==> src/rtl/skid_buffer_if.sv <==
// skid_buffer_if: upstream/downstream ready-valid bundle for skid_buffer.
interface skid_buffer_if #(parameter int N = 32);
  logic         in_valid;
  logic [N-1:0] in_data;
  logic         in_ready;
  logic         out_valid;
  logic [N-1:0] out_data;
  logic         out_ready;
  logic [1:0]   occupancy;
  modport master (
    output in_valid, in_data, out_ready,
    input  in_ready, out_valid, out_data, occupancy
  );
  modport slave (
    input  in_valid, in_data, out_ready,
    output in_ready, out_valid, out_data, occupancy
  );
endinterface

==> src/rtl/skid_buffer.sv <==
// skid_buffer: two-entry ready/valid stage; in_ready is registered so out_ready never reaches it combinationally.
module skid_buffer #(
  parameter int           N     = 32,
  parameter logic [N-1:0] RESET = '0
) (
  input  logic clk,
  input  logic rst,
  input  logic clr,
  skid_buffer_if.slave bus
);
  typedef enum logic [1:0] {EMPTY = 2'd0, BUSY = 2'd1, FULL = 2'd2} state_t;
  state_t       r_state;
  logic [N-1:0] r_main;
  logic [N-1:0] r_skid;
  logic         r_in_ready;
  logic         r_out_valid;
  logic [1:0]   r_occ;
  logic         w_in_fire;
  logic         w_out_fire;
  assign w_in_fire  = bus.in_valid & r_in_ready;
  assign w_out_fire = r_out_valid & bus.out_ready;
  assign bus.in_ready  = r_in_ready;
  assign bus.out_valid = r_out_valid;
  assign bus.out_data  = r_main;
  assign bus.occupancy = r_occ;
  // Handshake flags and occupancy are registered alongside the state so every output comes straight from a flop.
  always_ff @(posedge clk) begin
    if (rst || clr) begin
      r_state     <= EMPTY;
      r_main      <= RESET;
      r_skid      <= RESET;
      r_in_ready  <= 1'b1;
      r_out_valid <= 1'b0;
      r_occ       <= 2'd0;
    end else begin
      case (r_state)
        EMPTY: if (w_in_fire) begin
          r_state     <= BUSY;
          r_main      <= bus.in_data;
          r_out_valid <= 1'b1;
          r_occ       <= 2'd1;
        end
        BUSY: if (w_in_fire && w_out_fire) begin
          r_main <= bus.in_data;
        end else if (w_in_fire) begin
          r_state    <= FULL;
          r_skid     <= bus.in_data;
          r_in_ready <= 1'b0;
          r_occ      <= 2'd2;
        end else if (w_out_fire) begin
          r_state     <= EMPTY;
          r_out_valid <= 1'b0;
          r_occ       <= 2'd0;
        end
        FULL: if (w_out_fire) begin
          r_state    <= BUSY;
          r_main     <= r_skid;
          r_in_ready <= 1'b1;
          r_occ      <= 2'd1;
        end
        default: begin
          r_state     <= EMPTY;
          r_in_ready  <= 1'b1;
          r_out_valid <= 1'b0;
          r_occ       <= 2'd0;
        end
      endcase
    end
  end
endmodule

==> src/flat_wrapper.sv <==
// flat-port wrapper written by rule: the top's interface ports become plain ports
module skid_buffer_flat 
#(
  parameter int           N     = 32,
  parameter logic [N-1:0] RESET = '0
)
  (clk, rst, clr, bus_in_valid, bus_in_data, bus_out_ready, bus_in_ready, bus_out_valid, bus_out_data, bus_occupancy);
  skid_buffer_if #(.N(N)) bus_i ();
  input  logic clk;
  input  logic rst;
  input  logic clr;
  input wire logic [$bits(bus_i.in_valid)-1:0] bus_in_valid;
  input wire logic [$bits(bus_i.in_data)-1:0] bus_in_data;
  input wire logic [$bits(bus_i.out_ready)-1:0] bus_out_ready;
  output wire logic [$bits(bus_i.in_ready)-1:0] bus_in_ready;
  output wire logic [$bits(bus_i.out_valid)-1:0] bus_out_valid;
  output wire logic [$bits(bus_i.out_data)-1:0] bus_out_data;
  output wire logic [$bits(bus_i.occupancy)-1:0] bus_occupancy;
  assign bus_i.in_valid = bus_in_valid;
  assign bus_i.in_data = bus_in_data;
  assign bus_i.out_ready = bus_out_ready;
  assign bus_in_ready = bus_i.in_ready;
  assign bus_out_valid = bus_i.out_valid;
  assign bus_out_data = bus_i.out_data;
  assign bus_occupancy = bus_i.occupancy;
  skid_buffer #(.N(N), .RESET(RESET)) u_core (.clk(clk), .rst(rst), .clr(clr), .bus(bus_i));
endmodule
==> config.mk <==
export PLATFORM = sky130hd
export DESIGN_NAME = skid_buffer_flat
export DESIGN_NICKNAME = d
export VERILOG_FILES = /design/src/rtl/skid_buffer_if.sv /design/src/rtl/skid_buffer.sv /design/src/flat_wrapper.sv
export SDC_FILE = /design/constraint.sdc
export NUM_CORES = 1
export LEC_CHECK = 0
export BUFFER_PORTS_ARGS = -buffer_cell sky130_fd_sc_hd__buf_2
export CAP_MARGIN = 20
export CELL_PAD_IN_SITES_DETAIL_PLACEMENT = 0
export CELL_PAD_IN_SITES_GLOBAL_PLACEMENT = 1
export CORE_UTILIZATION = 40
export DETAILED_ROUTE_END_ITERATION = 6
export HOLD_SLACK_MARGIN = 0.06
export PLACE_DENSITY = 0.85
export SYNTH_ARGS = -nofsm -noshare
export SYNTH_HDL_FRONTEND = slang
export SYNTH_SLANG_ARGS = --single-unit
==> constraint.sdc <==
create_clock -name clk -period 1.6 [get_ports clk]
set_clock_uncertainty 0.05 [all_clocks]
set_input_delay 0 -clock clk [delete_from_list [all_inputs] [get_ports clk]]
set_output_delay 0 -clock clk [all_outputs]
set_load 0.005 [all_outputs]
# Word-level counts from Yosys, hierarchy flattened
# Index checks and enable logic that the tools add are counted.
# word_totals
ff_bits,68
input_bits,37
output_inout_bits,36
wordCells,48
# op_classes
eq_ne,10
muxes,19
n_bitwise,5
n_reduce_logical,9
# ops
operator,n
32-bit 2-to-1 mux,3
32-bit case mux with 3 select lines,1
4-bit AND reduction,3
2-bit 2-to-1 mux,5
"2-bit by 1-bit != test with 1-bit output, second input constant",5
1-bit 2-to-1 mux,7
1-bit case mux with 3 select lines,2
2-bit case mux with 3 select lines,1
5-bit AND reduction,1
"2-bit != test, second input constant",2
"3-bit by 1-bit != test with 1-bit output, second input constant",1
1-bit NOT,3
3-bit AND reduction,1
3-bit nonzero test,1
1-bit AND,2
"2-bit by 1-bit == test with 1-bit output, second input constant",1
"2-bit == test, second input constant",1
2-bit zero test,1
1-bit logical AND,1
1-bit logical OR,1

# Logic depth before layout (Yosys ltp)
# logic_depth
word_depth,5
ltp_mapped,5
ltp_nobuf,3

# Worst setup path after synthesis
# No wires, ideal clock.
# synth_path
path_type,register to register
startpoint,reg u_core.r_state[1]
endpoint,"reg u_core.r_main[0], in the netlist u_core.bus.out_data[0]"
t_arrival_ns,1.204
t_required_ns,1.404
slack_ns,0.199
stages_incl_launch_ff,6
n_path_buf,2
cell_sequence,dfxtp_1 and3b_1 buf_6 buf_6 a211oi_2 a211oi_2
# synth_between
elab_chain_len,3
word_cells_on_any_way,9
classes_between,eq/ne (5); mux (1); reduce/logical (3)
# synth_lines
item,line_no,rtl
from (decl),skid_buffer.sv:12,state_t r_state;
from (signal assigned),skid_buffer.sv:29,r_state <= EMPTY;
from (signal assigned),skid_buffer.sv:38,r_state <= BUSY;
from (signal assigned),skid_buffer.sv:46,r_state <= FULL;
2-bit by 1-bit == test with 1-bit output (tied with other cells),skid_buffer.sv:36,case (r_state)
2-bit by 1-bit != test with 1-bit output (no line) or 3-bit nonzero test (tied branches),-,
4-bit AND reduction (no line),-,
to (signal assigned),skid_buffer.sv:39,r_main <= bus.in_data;
to (signal assigned),skid_buffer.sv:44,r_main <= bus.in_data;
to (signal assigned),skid_buffer.sv:57,r_main <= r_skid;
to (decl),skid_buffer.sv:13,logic [N-1:0] r_main;
# Parallel ways exist; a longest one is shown, timed or not.
# A chain may end at the register's enable or synchronous reset.

# Final worst setup path
# layout_path
startpoint,"reg u_core.r_in_ready, in the netlist u_core.bus.in_ready"
endpoint,"reg u_core.r_main[0], in the netlist u_core.bus.out_data[0]"
# layout_between
elab_chain_len,4
word_cells_on_any_way,5
classes_between,eq/ne (2); bitwise (1); reduce/logical (2)
# layout_lines
item,line_no,rtl
from (decl),skid_buffer.sv:15,logic r_in_ready;
from (signal assigned),skid_buffer.sv:32,r_in_ready <= 1'b1;
from (signal assigned),skid_buffer.sv:48,r_in_ready <= 1'b0;
from (signal assigned),skid_buffer.sv:58,r_in_ready <= 1'b1;
1-bit AND (*),skid_buffer.sv:20,assign w_in_fire = bus.in_valid & r_in_ready;
1-bit logical AND,skid_buffer.sv:43,BUSY: if (w_in_fire && w_out_fire) begin
2-bit by 1-bit != test with 1-bit output (no line),-,
4-bit AND reduction (no line) (*),-,
# Mark *: on every way between the ends. The rest lies on a longest branch, timed or not.

==> metrics.cfg <==
[drt]
wl_um=8900
vias_per_cell=5.55
drc=0
antenna_left=0
drt_iter0_drc=171
vias=2959
first_pass_iters=5
routedWlPerCell_um=16.7

[setup_path]
crit_chain=and3b_2, buf_12, a211oi_2, a211oi_2
crit_path_top_delay_cell=dfxtp_1
rr_endpoint=u_core.bus.out_data[0]
regToRegSetupSlack_ps=100
critPathLaunchType=flip-flop
max_stage_delay_ps=430
path_buf_inv=1
critPathMaxFanout=26
cp-endpoint=u_core.bus.out_data[0]
crit_top_cell=a211oi_2
crit_type=reg2reg
reg2reg_depth=4
cp.depth=4
cp.required_ps=1820
crit_start=u_core.bus.in_ready
arrival_ps=1720
r2r-start=u_core.bus.in_ready
critPathCaptureType=flip-flop
path_delay_family=flip-flops

[pwr]
power_frac_clock=0.395
power.density_nw_per_um2=899
pwr-share-seq=0.445
p_switching_uw=1070
pwr-share-comb=0.160
vdd.ir_drop.worst_mv=0.421
p_leak_uw=0.00187
power.internal_uw=2930
netSwitchingFraction=0.268

[floorplanning]
die_area_um2=8910
core_um2=8260
io_pins=73
die_h_um=94.4
die_w_um=94.4
fp-row-count=33
start_util=0.413

[clocking]
clkSinkCount=68
clock_path_buffers=2
clk_latency_ps=360
ctsRootBufferMaster=clkbuf_8
tritoncts=built
clkSlewWorstSetupHoldPaths_ps=70
cts_buffers=9
cts.htree.levels=3

[timing]
drv_slew=0
fin_crit_ps=1500
max_freq_ghz=0.666
setup_violations=0
tns_ps=0
relSlewSlack=0.713
worstMarginPinSlew_ps=430
fin_crit_sh=0.938
finalHoldViolCount=0
rsz0062_at_grt=false

[logic_synthesis]
synth-seq-cells=68
yosysMostFrequentCell=dfxtp_1
yosys.area.top_type=dfxtp_1
synth_mux_area_frac=0.0938
ys_types=28
synth_nets=361
synth_top_family_by_area=compound AO/OA/AOI/OAI gates
ys.flop_type=dfxtp_1
synth_edf_count=0
synth-compound-area-share=0.355
syn_avg_cell_area_um2=10.5
synth_top_cells_by_count=dfxtp_1 (68), a211oi_2 (60), a21oi_1 (36)
ys_top_cells_by_area=dfxtp_1 (40%), a211oi_2 (22%), mux2i_1 (9.4%)
synth_simple_gate_area_frac=0.0678
synthArstFlopShare=0
synth_adder_area_share=0
synth_xor_area_frac=0
yosysWarnings=0
synth_area_um2=3410
synth_top_area_frac=0.399
ys_seq_area_frac=0.399
syn_inst=324

[final_layout]
finalNonFillerCells=533
antenna_cells=0
areaGrowthSynthToFinish_pct=30.5
fin_util=0.540
nNetsFinal=460
drive_gt1_frac=0.404

[placed_design]
place_inst=481
dp_hpwl_um=5230
place_congestion=0.760
port_buffers=72

[flow_run]
cap_violations=0

[grt]
grt_max_degree=53
antenna_found_initial=0
track_usage=0.208
grt_pass1_vias=2904
grt_overflow_total=0
grt_pass1_wl_um=14300

[min_path]
hold_class=in2reg

[outcome]
status=completed

[power by group through the flow]
| stage | logic (uW) | clock network [uW] | registers (uW) |
|---|---|---|---|
| floorplan | 378 | 0 | 1820 |
| global placement | 566 | 0 | 1820 |
| detailed placement | 574 | 0 | 1820 |
| CTS | 642 | 1600 | 1780 |
| global route | 692 | 1680 | 1790 |
| finish | 642 | 1580 | 1780 |
[repair_timing]
action	4_1_cts	5_1_grt
hold endpoints to repair	67	0
resized for setup	0	2
buffers inserted	0	0
hold buffers	36	0
setup endpoints to repair	0	2
[metrics by stage]
| stage | setup slack, ps | cell area, um2 | total power (uW) | hold slack (ps) |
|---|---|---|---|---|
| 6_report | 98.9 | 4460 | 4010 | 175 |
| 5_1_grt | 33.0 | 4460 | 4160 | 196 |
| 4_1_cts | 95.7 | 4450 | 4020 | 160 |
| 3_5_place_dp | 119 | 3870 | 2390 | 187 |
| 3_3_place_gp | 165 | 3870 | 2380 | 174 |
| 2_1_floorplan | 199 | 3410 | 2200 | 63.9 |
[flip-flops by register name, summed over array words and instances (netlist names)]
signal / flops
u_core.r_state: 2
u_core.r_skid: 32
u_core.bus.out_valid: 1
u_core.bus.out_data: 32
u_core.bus.in_ready: 1
[worst register-to-register path: stages, from the launching register on]
cell and delay, ps:
dfxtp_1 430, and3b_2 410, buf_12 230, a211oi_2 110, a211oi_2 190
[worst min path at each step]
stage / to / from / slack (ps) / depth (start not counted)
final: u_core.bus.out_data[8] / clr / 170 / 3
after global routing: u_core.bus.out_data[10] / clr / 200 / 3
after CTS: u_core.bus.out_data[12] / clr / 160 / 3
after detailed placement: u_core.bus.in_ready / rst / 190 / 3
after global placement: u_core.bus.in_ready / rst / 170 / 3
after floorplan: u_core.bus.in_ready / rst / 60 / 2
[cell type report]
cell class,count,area (um2)
Fill cell,783,3800
Sequential cell,68,1360
Multi-Input combinational cell,217,1770
Clock inverter,6,88.8
Timing Repair Buffer,126,972
Inverter,1,3.75
Clock buffer,10,128
Tap cell,105,131
[layer usage]
layer,share of wire,global-route usage
met1,0.46,0.264
met2,0.48,0.344
met3,0.044,0.0483
met4,0.0090,0.0718
met5,0,0
[placed cells by master, fill, tap and decap left out]
master          n
nand3b_1        1
clkinv_4        1
a211o_1         1
nand3_1        32
nor3b_1         1
nand2b_2        1
o22ai_4         1
inv_1           1
buf_2          72
o311a_1         1
nand2_1         3
dfxtp_2         1
bufinv_16       2
clkbuf_1        1
nand2b_1        1
or2_2           1
buf_6           1
o21ai_0        33
and3b_2         1
mux2i_1        32
a21oi_1        36
a211oi_2       60
a211oi_1        4
buf_12          9
clkbuf_8        9
buf_4           8
dlygate4sd3_1  36
o21ai_1         1
a21o_1          2
a21bo_2         1
dfxtp_1        67
and4b_2         1
clkinv_2        1
clkinvlp_4      2
nor2_1          2
a21boi_4        1
[kinds of logic after synthesis]
group | after synthesis
AOI/OAI and AO/OA | 141
DFF | 68
and+or+nand+nor | 44
buffers and inverters | 39
muxes | 32
No activity file was read; power rests on OpenSTA's default activity.
